## src/rtl/serdes_pkg.sv

```systemverilog
// Shared types and width helpers for the serial deserializer.
// Holds the aligner state encoding and counter-width functions.
package serdes_pkg;

  typedef enum logic [1:0] {
    HUNT   = 2'd0,
    VERIFY = 2'd1,
    LOCKED = 2'd2
  } align_state_e;

  // CNT_W helper: width of the bit-position counter.
  function automatic int unsigned cnt_w(input int unsigned w);
    return (w < 2) ? 1 : $clog2(w);
  endfunction

  // SLIP_W helper: width of a counter that can hold max_slips.
  function automatic int unsigned slip_w(input int unsigned m);
    return (m < 1) ? 1 : $clog2(m + 1);
  endfunction

endpackage

```

## src/rtl/deser_align_fsm.sv

```systemverilog
// Training-pattern aligner: checks each completed word, asks for slips.
// Ports: clk, rst_n, word_i, word_valid_i, realign_i -> slip_req_o, aligned_o, align_err_o.
module deser_align_fsm
  import serdes_pkg::*;
#(
  parameter int DATA_WIDTH = 8,
  parameter logic [DATA_WIDTH-1:0] TRAIN_WORD = 'h6A,
  parameter int LOCK_MATCHES = 4,
  parameter int MAX_SLIPS = 2 * DATA_WIDTH
) (
  input  logic                  clk,
  input  logic                  rst_n,
  input  logic [DATA_WIDTH-1:0] word_i,
  input  logic                  word_valid_i,
  input  logic                  realign_i,
  output logic                  slip_req_o,
  output logic                  aligned_o,
  output logic                  align_err_o
);

  localparam int SLIP_W = slip_w(MAX_SLIPS);
  localparam logic [3:0] LOCK_N = 4'(LOCK_MATCHES);
  localparam logic [SLIP_W-1:0] SLIP_LAST = SLIP_W'(MAX_SLIPS - 1);

  align_state_e      state_q, state_d;
  logic [3:0]        match_q, match_d;
  logic [SLIP_W-1:0] slip_q, slip_d;
  logic              err_q, err_d;
  logic              hit;

  assign hit = (word_i == TRAIN_WORD);

  always_comb begin
    state_d    = state_q;
    match_d    = match_q;
    slip_d     = slip_q;
    err_d      = err_q;
    slip_req_o = 1'b0;
    // realign outranks a word evaluated in the same cycle
    if (realign_i) begin
      state_d = HUNT;
      match_d = '0;
      slip_d  = '0;
      err_d   = 1'b0;
    end else if (word_valid_i) begin
      unique case (1'b1)
        (state_q == HUNT): begin
          if (hit) begin
            match_d = 4'd1;
            state_d = (LOCK_N == 4'd1) ? LOCKED : VERIFY;
          end else begin
            slip_req_o = 1'b1;
            if (slip_q == SLIP_LAST) begin
              slip_d = '0;
              err_d  = 1'b1;
            end else begin
              slip_d = slip_q + SLIP_W'(1);
            end
          end
        end
        (state_q == VERIFY): begin
          if (hit) begin
            match_d = match_q + 4'd1;
            if (match_q + 4'd1 == LOCK_N) begin
              state_d = LOCKED;
            end
          end else begin
            state_d    = HUNT;
            match_d    = '0;
            slip_req_o = 1'b1;
          end
        end
        default: ;
      endcase
    end
  end

  always_ff @(posedge clk or negedge rst_n) begin
    if (!rst_n) begin
      state_q <= HUNT;
      match_q <= '0;
      slip_q  <= '0;
      err_q   <= 1'b0;
    end else begin
      state_q <= state_d;
      match_q <= match_d;
      slip_q  <= slip_d;
      err_q   <= err_d;
    end
  end

  assign aligned_o   = (state_q == LOCKED);
  assign align_err_o = err_q;

endmodule

```

## src/rtl/serial_deserializer.sv

```systemverilog
// 1:N serial-to-parallel converter with bitslip and auto alignment.
// Ports: clk, rst_n, bit_en_i, bit_i, bitslip_i, realign_i -> word_o, word_valid_o, aligned_o, align_err_o.
module serial_deserializer
  import serdes_pkg::*;
#(
  parameter int DATA_WIDTH = 8,
  parameter logic [DATA_WIDTH-1:0] TRAIN_WORD = 'h6A,
  parameter int LOCK_MATCHES = 4,
  parameter int MAX_SLIPS = 2 * DATA_WIDTH
) (
  input  logic                  clk,
  input  logic                  rst_n,
  input  logic                  bit_en_i,
  input  logic                  bit_i,
  input  logic                  bitslip_i,
  input  logic                  realign_i,
  output logic [DATA_WIDTH-1:0] word_o,
  output logic                  word_valid_o,
  output logic                  aligned_o,
  output logic                  align_err_o
);

  localparam int CNT_W = cnt_w(DATA_WIDTH);
  localparam logic [CNT_W-1:0] CNT_LAST = CNT_W'(DATA_WIDTH - 1);

  logic [DATA_WIDTH-1:0] sr_q, sr_d;
  logic [DATA_WIDTH-1:0] word_q, word_d;
  logic [CNT_W-1:0]      cnt_q, cnt_d;
  logic                  pend_q, pend_d;
  logic                  valid_q, valid_d;
  logic                  fsm_slip;
  logic                  slip_req;
  logic                  slip_now;
  logic [DATA_WIDTH-1:0] shifted;

  // manual and aligner requests merge into one slip
  assign slip_req = bitslip_i | fsm_slip;
  assign slip_now = bit_en_i & (pend_q | slip_req);
  assign shifted  = {bit_i, sr_q[DATA_WIDTH-1:1]};

  always_comb begin
    sr_d    = sr_q;
    word_d  = word_q;
    cnt_d   = cnt_q;
    pend_d  = pend_q;
    valid_d = 1'b0;
    if (bit_en_i) begin
      sr_d = shifted;
      // a slipped bit enters sr but does not advance the word position
      if (slip_now) begin
        pend_d = 1'b0;
      end else if (cnt_q == CNT_LAST) begin
        cnt_d   = '0;
        word_d  = shifted;
        valid_d = 1'b1;
      end else begin
        cnt_d = cnt_q + CNT_W'(1);
      end
    end else begin
      pend_d = pend_q | slip_req;
    end
  end

  always_ff @(posedge clk or negedge rst_n) begin
    if (!rst_n) begin
      sr_q    <= '0;
      word_q  <= '0;
      cnt_q   <= '0;
      pend_q  <= 1'b0;
      valid_q <= 1'b0;
    end else begin
      sr_q    <= sr_d;
      word_q  <= word_d;
      cnt_q   <= cnt_d;
      pend_q  <= pend_d;
      valid_q <= valid_d;
    end
  end

  deser_align_fsm #(
    .DATA_WIDTH   (DATA_WIDTH),
    .TRAIN_WORD   (TRAIN_WORD),
    .LOCK_MATCHES (LOCK_MATCHES),
    .MAX_SLIPS    (MAX_SLIPS)
  ) u_align (
    .clk          (clk),
    .rst_n        (rst_n),
    .word_i       (word_q),
    .word_valid_i (valid_q),
    .realign_i    (realign_i),
    .slip_req_o   (fsm_slip),
    .aligned_o    (aligned_o),
    .align_err_o  (align_err_o)
  );

  assign word_o       = word_q;
  assign word_valid_o = valid_q;

endmodule

```

## config.mk

```make
export PLATFORM = sky130hd
export DESIGN_NAME = serial_deserializer
export DESIGN_NICKNAME = d
export VERILOG_FILES = /design/src/rtl/serdes_pkg.sv /design/src/rtl/deser_align_fsm.sv /design/src/rtl/serial_deserializer.sv
export SDC_FILE = /design/constraint.sdc
export NUM_CORES = 1
export LEC_CHECK = 0
export BUFFER_PORTS_ARGS = -buffer_cell sky130_fd_sc_hd__buf_2
export CAP_MARGIN = 10
export CORE_MARGIN = 3
export CORE_UTILIZATION = 48
export CTS_CLUSTER_DIAMETER = 60
export DETAILED_ROUTE_END_ITERATION = 8
export PLACE_DENSITY = 0.7
export RECOVER_POWER = 25
export SETUP_SLACK_MARGIN = 0.1
export SYNTH_ARGS = -nofsm -noshare
export SYNTH_HDL_FRONTEND = slang
export SYNTH_HIERARCHICAL = 1
export SYNTH_SLANG_ARGS = --single-unit
```

## constraint.sdc

```tcl
create_clock -name clk -period 1.9 [get_ports clk]
set_clock_uncertainty 0.05 [all_clocks]
set_input_delay 0.38 -clock clk [delete_from_list [all_inputs] [get_ports clk]]
set_output_delay 0.38 -clock clk [all_outputs]
set_load 0.03 [all_outputs]
```

Word-level counts from Yosys, hierarchy flattened
Cells that the tools add are included.
{"block": "word_totals", "regBits": 33, "latch_bits": 0, "ramBits": 0, "rom_bits": 0, "inputBits": 6, "output_inout_bits": 11, "elab_cells": 69, "mem_count": 0}
{"block": "classes", "addsub": 3, "n_mul": 0, "div": 0, "n_lt_le_gt_ge": 0, "eq_ne": 10, "n_shift": 0, "mux": 31, "n_bitwise": 4, "reduce_logical": 12}
{"operator": "$mux 5", "n": 5}
{"operator": "$mux 4", "n": 4}
{"operator": "$mux 1", "n": 14}
{"operator": "$mux 2", "n": 5}
{"operator": "$reduce_and 3->1", "n": 3}
{"operator": "$eq 8x7->1 const B", "n": 1}
{"operator": "$pmux 4 s2", "n": 1}
{"operator": "$reduce_and 4->1", "n": 2}
{"operator": "$reduce_bool 2->1", "n": 3}
{"operator": "$add 5x1->5 const B", "n": 1}
{"operator": "$eq 5x4->1 const B", "n": 1}
{"operator": "$add 4x1->4 const B", "n": 1}
{"operator": "$eq 4x3->1 const B", "n": 1}
{"operator": "$ne 4x4->1 const B", "n": 1}
{"operator": "$pmux 2 s2", "n": 1}
{"operator": "$add 3x1->3 const B", "n": 1}
{"operator": "$eq 3x3->1 const B", "n": 1}
{"operator": "$mux 3", "n": 1}
{"operator": "$ne 3x2->1 const B", "n": 1}
{"operator": "$reduce_bool 3->1", "n": 1}
{"operator": "$eq 2x1->1 const B", "n": 1}
{"operator": "$eq 2x2->1 const B", "n": 1}
{"operator": "$logic_not 2->1", "n": 1}
{"operator": "$ne 2x1->1 const B", "n": 1}
{"operator": "6 further kinds", "n": 7}

Longest topological paths before layout
{"block": "logic_depth", "ltp_word": 10, "ltp_mapped": 8, "depth_no_buf": 6}

By module
The synthesis kept the hierarchy.
{"module": "serial_deserializer", "n_inst": 1, "cells_per_inst": 48, "area_per_inst_um2": 818.3, "seq_area_each_um2": 500.5}
{"module": "deser_align_fsm", "n_inst": 1, "cells_per_inst": 81, "area_per_inst_um2": 764.5, "seq_area_each_um2": 300.3}

Least setup slack after synthesis
OpenSTA, ideal clock, no wires.
{"block": "synth_timing", "kind": "reg2reg", "start": "register word_q[2], in the netlist word_o[2]", "end": "register word_q[0], in the netlist word_o[0]", "setup_ps": 125, "t_arrival_ps": 2026, "required_time_ps": 1725, "setup_slack_ps": -301, "path_stages_with_launch": 9, "n_path_buf": 2, "period_less_slack_ps": 2201, "cell_sequence": "dfrtp_1 -> and4bb_4 -> and2_2 -> buf_2 -> nor3_1 -> nor3_2 -> and3_1 -> buf_6 -> mux2_4"}
{"block": "synth_via", "elab_chain_len": 10}
{"item": "from (decl)", "line": "serial_deserializer.sv:27", "source": "logic [DATA_WIDTH-1:0] word_q, word_d;"}
{"item": "from (signal assigned)", "line": "serial_deserializer.sv:73", "source": "word_q <= word_d;"}
{"item": "$eq 8x7->1", "line": "deser_align_fsm.sv:31", "source": "assign hit = (word_i == TRAIN_WORD);"}
{"item": "$mux 1", "line": "deser_align_fsm.sv:48, deser_align_fsm.sv:62"}
{"item": "$mux 1"}
{"item": "$mux 1", "line": "deser_align_fsm.sv:45", "source": "end else if (word_valid_i) begin"}
{"item": "$mux 1", "line": "deser_align_fsm.sv:40", "source": "if (realign_i) begin"}
{"item": "named net fsm_slip", "line": "serial_deserializer.sv:31", "source": "logic fsm_slip;"}
{"item": "$or 1x1->1", "line": "serial_deserializer.sv:37", "source": "assign slip_req = bitslip_i | fsm_slip;"}
{"item": "$or 1x1->1", "line": "serial_deserializer.sv:38", "source": "assign slip_now = bit_en_i & (pend_q | slip_req);"}
{"item": "$and 1x1->1", "line": "serial_deserializer.sv:38"}
{"item": "$not 1->1 (no source line)"}
{"item": "$reduce_and 3->1 (no source line)"}
The timed path passes the listed nets, and every way through them passes these cells.
A chain may end at the register's enable or synchronous reset.

Worst setup path in the final report
{"block": "layout_timing", "start": "register word_q[7], in the netlist word_o[7]", "end": "register word_q[3], in the netlist word_o[3]"}
Same word-level chain as after synthesis.

==> results.sh <==
export IMPL_end_kind="flip-flop"
export IMPL_die_area_mm2=0.00402
export IMPL_fin_area_mm2=0.00189
export IMPL_drive_above_1_share_pct=46.9
export IMPL_synth_top_area_share_pct=50.6
export IMPL_worst_slew_pin_slew_ps=689
export IMPL_drt_iter0_drc=61
export IMPL_diodes=0
export IMPL_placed_area_mm2=0.00174
export IMPL_ys_ff_latch=32
export IMPL_cp_cell_sequence="and4bb_2 -> and2_4 -> nor3_2 -> nor3_2 -> and3_4 -> buf_6 -> mux2_4"
export IMPL_cpMostUsedCell="nor3_2"
export IMPL_synth_edf_count=0
export IMPL_gp_congestion=0.846
export IMPL_core_area_mm2=0.00310
export IMPL_synth_fa_ha_area_share_pct=3.95
export IMPL_dr_pass1_iters=4
export IMPL_crit_buf_inv=1
export IMPL_max_freq_mhz=518
export IMPL_start_util_pct=51.0
export IMPL_netlist_instances=129
export IMPL_synth_area_mux_share_pct=16.9
export IMPL_maxSlewHeadroom_pct=54.1
export IMPL_cp_top_family="simple AND/OR/NAND/NOR gates"
export IMPL_dpl_worst_slack_ps=-9.40
export IMPL_fin_nets=172
export IMPL_grt_max_degree=33
export IMPL_synth_top_area_cell="dfrtp_1"
export IMPL_critPathRequiredTime_ps=2060
export IMPL_hold_class="in -> async"
export IMPL_grt_pass1_wl_um=5240
export IMPL_final_core_util_pct=61.0
export IMPL_cts_sinks=32
export IMPL_htree_num_levels=2
export IMPL_critical_path_arrival_ps=2090
export IMPL_synth_area_leaders="dfrtp_1 (51%), mux2_4 (8.5%), mux2_2 (7.1%)"
export IMPL_synth_cell_types=40
export IMPL_drc=0
export IMPL_synthXorXnorAreaFrac_pct=0.553
export IMPL_rows=20
export IMPL_drv_slew=0
export IMPL_setup_worst_path_class="reg -> reg"
export IMPL_numPortBuffers=16
export IMPL_die_y_um=63.4
export IMPL_rsz0062_at_grt="yes"
export IMPL_syn_avg_cell_area_um2=12.3
export IMPL_clockBufferDepth=2
export IMPL_ioPinCount=17
export IMPL_grt_ovfl_total=0
export IMPL_synthSimpleGateAreaFrac_pct=15.0
export IMPL_ys_flop_type="dfrtp_1"
export IMPL_grt_total_usage_pct=16.7
export IMPL_synth_area_mm2=0.00158
export IMPL_vias=1098
export IMPL_clkTransAtPathRegs_ps=100
export IMPL_grt_pass1_vias=1133
export IMPL_hold_viol=0
export IMPL_viasPerCell=5.33
export IMPL_wirelength_um=3000
export IMPL_ys_seq_area_share_pct=50.6
export IMPL_cap_violations=0
export IMPL_stdcell_count=206
export IMPL_area_growth_pct=19.5
export IMPL_cts_tree="built"
export IMPL_place_hpwl_um=2140
export IMPL_cts_made_buffers=5
export IMPL_routedWlPerCell_um=14.5
export IMPL_cp_depth=7
export IMPL_clk_insertion_delay_late_ps=320
export IMPL_status="finished with violations"
export IMPL_violations="negative setup slack"
export IMPL_p_leak_nw=0.881
export IMPL_fin_ws_ps=-30.5
export IMPL_syn_num_nets=140
export IMPL_period_needed_ps=1930
export IMPL_slowest_stage="dfrtp_2"
export IMPL_powerDensity_mw_per_mm2=1040
export IMPL_startpoint_type="flip-flop"
export IMPL_reg2reg_depth=7
export IMPL_antenna_found_initial=0
export IMPL_yosysWarnings=6
export IMPL_place_inst=190
export IMPL_setup_viol=8
export IMPL_post_route_period_util_pct=102
export IMPL_die_width_um=63.4
export IMPL_tns_ps=-197
export IMPL_root_buffer="clkbuf_4"
export IMPL_cp_max_fo=5
export IMPL_crit_path_max_incr_delay_ps=420
export IMPL_synth_compound_area_share_pct=8.70
export IMPL_async_flop_share_pct=100
export IMPL_ant_nets=0
export IMPL_synth_top_family_by_area="multiplexers"
export IMPL_irDropWorstVdd_mv=0.707
routing by layer:
metal  GRT usage [%]  routed length, um  part of all wire [%]  up-vias
met5               0                  0                     0        -
met4            5.39                 10                  0.33        0
met3            4.81                121                   4.0        2
met2            29.3               1600                    53       19
met1            19.5               1260                    42      550
li1                -                  -                     -      527
cells by family after synthesis:
| group | Yosys count |
|---|---|
| DFF | 32 |
| xor gates and xnor gates | 1 |
| adders and majority gates | 5 |
| muxes | 21 |
| buffers and inverters | 13 |
| and+or+nand+nor | 40 |
| AOI/OAI and AO/OA | 17 |
Yosys cell counts (2+ instances only):
cell,instances
o22ai_1,2
mux2_4,9
inv_1,7
a21oi_1,3
nand3_1,4
buf_6,2
and2_2,2
buf_2,3
a41oi_1,2
mux2i_1,2
and3_1,2
nor2b_1,2
mux2_2,10
ha_1,5
nor3_1,4
nand2_1,4
nor2_1,12
dfrtp_1,32
worst reg2reg max path, cell delays in order, from the launching register on:
cell and delay (ps):
dfrtp_2 420, and4bb_2 320, and2_4 160, nor3_2 40, nor3_2 190, and3_4 230, buf_6 120, mux2_4 290
stage by stage:
stage                     hold slack, ps  total power, W
after floorplan                     34.4         0.00133
final                               44.2         0.00197
after CTS                           47.5         0.00196
after global placement               412         0.00146
after global routing                70.0         0.00210
after detailed placement             415         0.00150
final timing paths:
path,end,startpoint,slack (ps)
max in group asynchronous,word_o[2]$_DFFE_PN0P_,rst_n,1270
hold reg to reg,word_o[0]$_DFFE_PN0P_,sr_q[1]$_DFFE_PN0P_,460
hold / removal,u_align/slip_q[2]$_DFFE_PN0P_,rst_n,40
setup / recovery,word_o[3]$_DFFE_PN0P_,word_o[7]$_DFFE_PN0P_,-30
min in group clk,word_o[7]$_DFFE_PN0P_,bit_i,250
setup reg to reg,word_o[3]$_DFFE_PN0P_,word_o[7]$_DFFE_PN0P_,-30
cell usage in the layout, fill, tap and decap left out, types with 5 or more instances in the layout:
master	synthesis	layout
dfrtp_1	32	25
inv_1	7	7
dfrtp_2	0	7
clkbuf_4	0	5
mux2_4	9	12
buf_4	0	13
ha_1	5	5
mux2_2	10	7
buf_2	3	16
nor2_1	12	12
where the power goes:
| part | switching, W | total [W] | internal, W |
|---|---|---|---|
| sequential | 0.000117 | 0.000950 | 0.000833 |
| combinational | 0.000290 | 0.000615 | 0.000326 |
| clock | 0.000222 | 0.000403 | 0.000181 |
| total | 0.000628 | 0.00197 | 0.00134 |
final cells by class:
cell class	instances	area (um^2)
Timing Repair Buffer	31	200
Tap cell	44	55.1
Clock buffer	7	55.1
Sequential cell	32	810
Clock inverter	1	7.51
Inverter	7	26.3
Multi-Input combinational cell	84	738
Fill cell	281	1210
sequential cells by signal, indices dropped and copies added (netlist names):
signal / count
sr_q: 7
u_align/align_err_o: 1
cnt_q: 3
pend_q: 1
u_align/match_q: 4
u_align/slip_q: 5
word_valid_o: 1
u_align/state_q: 2
word_o: 8
what timing repair did:
item | in CTS | in global routing
setup endpoints to repair | 11 | 11
hold buffers | 0 | 0
pin swaps | 0 | 4
gates resized for setup | 4 | 3
setup buffers | 3 | 5
No activity file was read; power rests on OpenSTA's default activity.
